## config.mk

```make
export PLATFORM = sky130hd
export DESIGN_NAME = if_fetch_unit
export DESIGN_NICKNAME = d
export VERILOG_FILES = /design/src/rtl/if_fetch_unit.sv
export SDC_FILE = /design/constraint.sdc
export NUM_CORES = 1
export LEC_CHECK = 0
export ABC_CLOCK_PERIOD_IN_PS = 2500
export BUFFER_PORTS_ARGS = -buffer_cell sky130_fd_sc_hd__clkbuf_2
export CAP_MARGIN = 20
export CORE_MARGIN = 1.5
export CORE_UTILIZATION = 55
export DETAILED_ROUTE_END_ITERATION = 10
export GPL_TIMING_DRIVEN = 0
export PLACE_DENSITY = 0.81
export SLEW_MARGIN = 25
export SYNTH_ARGS = -nofsm -noshare
export SYNTH_HDL_FRONTEND = slang
export SYNTH_SLANG_ARGS = --single-unit
```

## constraint.sdc

```tcl
create_clock -name clk -period 2.5 [get_ports clk]
set_input_delay 0.25 -clock clk [delete_from_list [all_inputs] [get_ports clk]]
set_output_delay 0.25 -clock clk [all_outputs]
set_load 0.02 [all_outputs]
```

## src/rtl/if_fetch_unit.sv

```systemverilog
// ---------------------------------------------------------------------------
// if_fetch_unit
//
// Instruction-fetch stage of the 5-stage RV32 core. It owns the PC, issues
// single-beat AXI4 reads to instruction memory and loads the IF/ID pipeline
// register that the ID-stage hazard detector reads.
//
// Only one AXI read is ever outstanding. A fetched word goes straight into
// IF/ID when the pipeline can advance. Otherwise it is parked in a one-entry
// buffer (HOLD) until the pipeline can take it.
//
// Redirects from EX take effect on the PC at once. An AR that is already
// presented keeps its address until accepted. A response that belongs to a
// redirected-away fetch is marked by 'discard' and thrown away on arrival.
//
// Ports:
//   clk, rst_n                 core clock, asynchronous active-low reset
//   pc_write, if_id_write      hazard-detector enables (both 1 to advance)
//   core_stall                 global freeze; also masks redirect
//   redirect, redirect_pc      taken branch/jal/jalr resolved in EX
//   ar* / arready              AXI4 read-address channel (single beat, INCR)
//   r* / rready                AXI4 read-data channel (rid, rlast ignored)
//   if_id_pc, if_id_inst       IF/ID pipeline register contents
//   if_id_valid                IF/ID holds a real instruction
//   fetch_stall                no instruction available this cycle
// ---------------------------------------------------------------------------
module if_fetch_unit #(
  parameter int unsigned          ADDR_W   = 32,
  parameter int unsigned          DATA_W   = 32,
  parameter int unsigned          ID_W     = 4,
  parameter logic [ADDR_W-1:0]    RESET_PC = '0
) (
  input  logic              clk,
  input  logic              rst_n,
  input  logic              pc_write,
  input  logic              if_id_write,
  input  logic              core_stall,
  input  logic              redirect,
  input  logic [ADDR_W-1:0] redirect_pc,
  output logic [ID_W-1:0]   arid,
  output logic [ADDR_W-1:0] araddr,
  output logic [3:0]        arlen,
  output logic [2:0]        arsize,
  output logic [1:0]        arburst,
  output logic              arvalid,
  input  logic              arready,
  input  logic [ID_W-1:0]   rid,
  input  logic [DATA_W-1:0] rdata,
  input  logic [1:0]        rresp,
  input  logic              rlast,
  input  logic              rvalid,
  output logic              rready,
  output logic [ADDR_W-1:0] if_id_pc,
  output logic [DATA_W-1:0] if_id_inst,
  output logic              if_id_valid,
  output logic              fetch_stall
);

  // addi x0, x0, 0 -- what IF/ID holds when it carries no real instruction
  localparam logic [DATA_W-1:0] NOP      = DATA_W'(32'h0000_0013);
  localparam logic [ADDR_W-1:0] PC_STEP  = ADDR_W'(4);
  localparam logic [1:0]        RESP_OK  = 2'b00;

  typedef enum logic [1:0] {
    S_IDLE,
    S_REQ,
    S_WAIT,
    S_HOLD
  } state_t;

  state_t            state_q, state_d;
  logic [ADDR_W-1:0] pc_q, pc_d;
  logic [ADDR_W-1:0] araddr_q, araddr_d;
  logic [DATA_W-1:0] buf_q, buf_d;
  logic              discard_q, discard_d;
  logic [ADDR_W-1:0] if_id_pc_q, if_id_pc_d;
  logic [DATA_W-1:0] if_id_inst_q, if_id_inst_d;
  logic              if_id_valid_q, if_id_valid_d;

  logic              redirect_eff;
  logic              rsp_fire;
  logic              avail;
  logic              adv;
  logic [DATA_W-1:0] rsp_word;
  logic [DATA_W-1:0] adv_word;
  logic [ADDR_W-1:0] pc_seq;

  // rid and rlast carry no information for single-beat, single-ID reads
  logic unused_inputs;
  assign unused_inputs = ^{rid, rlast};

  // Fixed AR attributes: one 32-bit beat, ID 0, incrementing burst
  assign arid    = '0;
  assign arlen   = 4'd0;
  assign arsize  = 3'b010;
  assign arburst = 2'b01;

  assign arvalid = (state_q == S_REQ);
  assign rready  = (state_q == S_WAIT);
  assign araddr  = araddr_q;

  assign if_id_pc    = if_id_pc_q;
  assign if_id_inst  = if_id_inst_q;
  assign if_id_valid = if_id_valid_q;

  // Handshake qualifiers. A redirect is ignored while the core is frozen so
  // that EX, which is also frozen, can re-present it later. An error response
  // still completes the fetch but delivers a NOP instead of the bad word.
  always_comb begin
    redirect_eff = redirect & ~core_stall;
    rsp_fire     = (state_q == S_WAIT) & rvalid;
    rsp_word     = (rresp == RESP_OK) ? rdata : NOP;
    avail        = (rsp_fire & ~discard_q) | (state_q == S_HOLD);
    adv          = avail & pc_write & if_id_write & ~core_stall & ~redirect_eff;
    adv_word     = (state_q == S_HOLD) ? buf_q : rsp_word;
    pc_seq       = pc_q + PC_STEP;
    fetch_stall  = ~avail;
  end

  // Next-state logic. The PC and IF/ID are updated the same way whatever the
  // state: a redirect wins over an advance. The per-state part then chooses
  // where the FSM goes and which address the next AR carries. araddr only
  // changes on a transition into REQ, so it stays put for the whole AR.
  always_comb begin
    state_d       = state_q;
    pc_d          = pc_q;
    araddr_d      = araddr_q;
    buf_d         = buf_q;
    discard_d     = discard_q;
    if_id_pc_d    = if_id_pc_q;
    if_id_inst_d  = if_id_inst_q;
    if_id_valid_d = if_id_valid_q;

    if (redirect_eff) begin
      pc_d          = redirect_pc;
      if_id_valid_d = 1'b0;
      if_id_inst_d  = NOP;
    end else if (adv) begin
      pc_d          = pc_seq;
      if_id_pc_d    = pc_q;
      if_id_inst_d  = adv_word;
      if_id_valid_d = 1'b1;
    end

    unique case (state_q)
      S_IDLE: begin
        state_d  = S_REQ;
        araddr_d = redirect_eff ? redirect_pc : pc_q;
      end

      S_REQ: begin
        if (redirect_eff) begin
          discard_d = 1'b1;
        end
        if (arready) begin
          state_d = S_WAIT;
        end
      end

      S_WAIT: begin
        if (rvalid) begin
          if (discard_q) begin
            discard_d = 1'b0;
            state_d   = S_REQ;
            araddr_d  = redirect_eff ? redirect_pc : pc_q;
          end else if (redirect_eff) begin
            state_d  = S_REQ;
            araddr_d = redirect_pc;
          end else if (adv) begin
            state_d  = S_REQ;
            araddr_d = pc_seq;
          end else begin
            buf_d   = rsp_word;
            state_d = S_HOLD;
          end
        end else if (redirect_eff) begin
          discard_d = 1'b1;
        end
      end

      S_HOLD: begin
        if (redirect_eff) begin
          state_d  = S_REQ;
          araddr_d = redirect_pc;
        end else if (adv) begin
          state_d  = S_REQ;
          araddr_d = pc_seq;
        end
      end

      default: begin
        state_d = S_IDLE;
      end
    endcase
  end

  // State and datapath registers. Reset leaves IF/ID holding an invalid NOP
  // and the FSM in IDLE so no AR is raised in the cycle reset is released.
  always_ff @(posedge clk or negedge rst_n) begin
    if (!rst_n) begin
      state_q       <= S_IDLE;
      pc_q          <= RESET_PC;
      araddr_q      <= RESET_PC;
      buf_q         <= NOP;
      discard_q     <= 1'b0;
      if_id_pc_q    <= '0;
      if_id_inst_q  <= NOP;
      if_id_valid_q <= 1'b0;
    end else begin
      state_q       <= state_d;
      pc_q          <= pc_d;
      araddr_q      <= araddr_d;
      buf_q         <= buf_d;
      discard_q     <= discard_d;
      if_id_pc_q    <= if_id_pc_d;
      if_id_inst_q  <= if_id_inst_d;
      if_id_valid_q <= if_id_valid_d;
    end
  end

  // AXI requires a presented AR to stay valid and unchanged until accepted
  a_ar_stable: assert property (
    @(posedge clk) disable iff (!rst_n)
    (arvalid && !arready) |=> (arvalid && $stable(araddr))
  );

  // rready is only raised while a read is outstanding
  a_single_outstanding: assert property (
    @(posedge clk) disable iff (!rst_n)
    !(arvalid && rready)
  );

endmodule

```

==> metrics <==
1st-iter DRT viols around 860; Yosys reg bits 164; VDD IR max roughly 0.00055 V; Post-Synth XOR/XNOR Area 0.0285; post-layout util 0.690; first-pass GRT wire length 43.5 mm; CP endpoint kind output port; minimum clock period approximately 2400 ps; placer congestion estimate 0.983; Final Power approximately 10000 uW; clk buf depth 2; H-tree level count 4; vias in the first global route between 8000 and 9000; antenna violations before repair 0; CP Launch Type flip-flop; DR vias/cell 5.90; Syn. warnings 0; Adder-Cell Fraction of Synth Area 0.00726; total grt overflow 0; Fin Hold WS roughly 60 ps; outcome finished clean; Placed Cells roughly 1400; Initial Util 0.564; CTS Buf Count 17; ys async rst share 1.00; largest family of logic cells by synthesized area simple AND/OR/NAND/NOR gates; Max FO, Critical Path 10; Leak Pwr between 0.004 and 0.005 uW; crit path DAT between 2000 and 2500 ps; Synth Flop Type dfrtp_1; Worst-Skew Late Latency 430 ps; gr usage total 0.346; Slew headroom 0.459; share of cells above drive strength 1 0.228; CP required roughly 2300 ps; DRC 0; via count 8526; # IOs 192; most common cell after layout, fill and taps aside nand2_1; area delta synth->final 22.2%; antenna cells 0; average wire per standard cell 19.0 um; mapped cell area 8610 um^2; worst slew pin tran about 800 ps; Die Wd between 100 and 150 um; full die area about 16000 um^2; area fraction in compound gates after synthesis 0.202; root buffer cell clkbuf_16; TritonCTS clock tree yes; dpl hpwl 20.0 mm; most frequent cells in the layout 245 x nand2_1, 186 x clkbuf_2, 158 x dfrtp_1; Post-synth EDFFs 0; row cnt 45; f_max ~400 MHz; clock skew 9.71 ps; sequential area share after synthesis 0.477; clock sink count about 160; chip height roughly 130 um; final setup fails 0; Worst-path clk slew approximately 60 ps; drt pass-1 iters 6; simple-gate portion of the synthesized area 0.214; Hold Path Class input pin to flip-flop; Nets ~1300; max-slew violations 0; Post-Layout Cell Count approximately 1400; # fillers roughly 1300; synth unique cells just under 70; critical path class flip-flop to output port; Avg Inst Size Synth about 8.5 um^2; Synth Instances 1013; Max-Cap Viols 0; CORE AREA around 15000 um^2; pwr/cell area 949 nW/um^2; I/O Buffers 173; post-synthesis mux area share 0.00930; Tcrit/Tclk final 0.975; Final Hold Viols 0; largest net degree at the start of global routing 79; Routed Antenna Nets 0; drt total wl 27.4 mm
## critical path: stages, from the launching register on
cell and delay, ps:
dfrtp_1 430, ha_1 270, buf_2 210, inv_2 140, clkbuf_4 230, nand2_2 160, inv_4 140, clkbuf_2 180
## power by group
group	total [uW]	internal [uW]	switching (uW)	leakage, uW
Clock	2520	1470	1060	0.000265
Sequential	3820	3350	478	0.00209
Combinational	3640	1240	2400	0.00259
## area by class of cell
cell class / count / area (um^2) / share of cell area
flip-flops and latches: 164 / 4110 / 0.391
multi-input cells: 751 / 4080 / 0.388
repair buffers: 180 / 970 / 0.0921
plain buffers: 97 / 502 / 0.0477
clock buffers: 22 / 444 / 0.0422
well taps: 211 / 264 / 0.0251
clock inverters: 9 / 108 / 0.0102
inverters: 11 / 43.8 / 0.00416
## cells by family (layout without fill, tap and decap cells)
kind of cell | after synthesis | count (layout)
compound gates | 275 | 275
xor+xnor | 28 | 28
fa+ha+maj | 5 | 5
buf+inv | 109 | 319
flops | 164 | 164
mux | 8 | 8
other cells | 2 | 13
simple gates | 422 | 422
## layer usage
layer	vias to the layer above	global-route usage	wire length (um)
li1	3929	-	-
met1	4036	0.437	11000
met2	466	0.556	12800
met3	95	0.0818	2540
met4	0	0.176	1140
met5	-	0	0
## path summary, 6_finish.rpt
path	startpoint	endpoint	slack, ps	depth (start not counted)
setup / recovery	state_q[0]	fetch_stall	60	7
hold / removal	rvalid	discard_q	60	2
setup reg to reg	pc_q[3]	pc_q[26]	100	6
hold reg to reg	if_id_pc[16]	if_id_pc[16]	470	2
max in group asynchronous	rst_n	buf_q[1]	1210	4
min in group asynchronous	rst_n	if_id_pc[25]	280	2
## Yosys cell counts (5+ instances only)
| master | count | share of area |
|---|---|---|
| nand2_1 | 247 | 0.11 |
| dfrtp_1 | 158 | 0.46 |
| o21ai_0 | 86 | 0.050 |
| nor2_1 | 81 | 0.035 |
| a21oi_1 | 76 | 0.044 |
| clkbuf_1 | 53 | 0.023 |
| nand3_1 | 20 | 0.012 |
| buf_4 | 17 | 0.015 |
| xnor2_1 | 17 | 0.017 |
| o221ai_1 | 16 | 0.016 |
| buf_2 | 13 | 0.0076 |
| nor3_1 | 13 | 0.0076 |
| o211ai_1 | 12 | 0.010 |
| buf_1 | 11 | 0.0048 |
| inv_1 | 11 | 0.0048 |
| xor2_1 | 11 | 0.011 |
| a311oi_1 | 10 | 0.010 |
| nand4_1 | 9 | 0.0065 |
| mux2i_1 | 8 | 0.0093 |
| a211oi_1 | 7 | 0.0061 |
| a21o_1 | 7 | 0.0061 |
| a31oi_1 | 7 | 0.0051 |
| and3_1 | 7 | 0.0051 |
| and4_1 | 6 | 0.0061 |
| dfstp_2 | 6 | 0.018 |
| nor4_1 | 6 | 0.0044 |
| a221oi_1 | 5 | 0.0051 |
| ha_1 | 5 | 0.0073 |
| o22ai_1 | 5 | 0.0036 |
| o311ai_0 | 5 | 0.0051 |
| or3_1 | 5 | 0.0036 |
## repair_timing
item | 4_1_cts | 5_1_grt
resized for setup | 19 | 19
buffers inserted | 0 | 4
hold endpoints to repair | 31 | 0
pin swaps | 0 | 3
endpoints found under the setup margin | 93 | 81
hold buffers | 1 | 0
## registers in the layout (all words and copies together) (netlist names)
name and cells:
buf_q 32, discard_q 1, if_id_inst 32, if_id_valid 1, state_q 2, pc_q 32
araddr 32, if_id_pc 32
## stage by stage
stage	setup WS [ps]	instance area, um^2	setup TNS (ps)
6_report	61.3	10500	0
2_1_floorplan	340	8650	0
3_5_place_dp	-645	9850	-26340
3_3_place_gp	-1790	9780	-306010
4_1_cts	20.2	10500	0
5_1_grt	-1.25	10500	-1.25
Power figures use the tool's default switching activity.
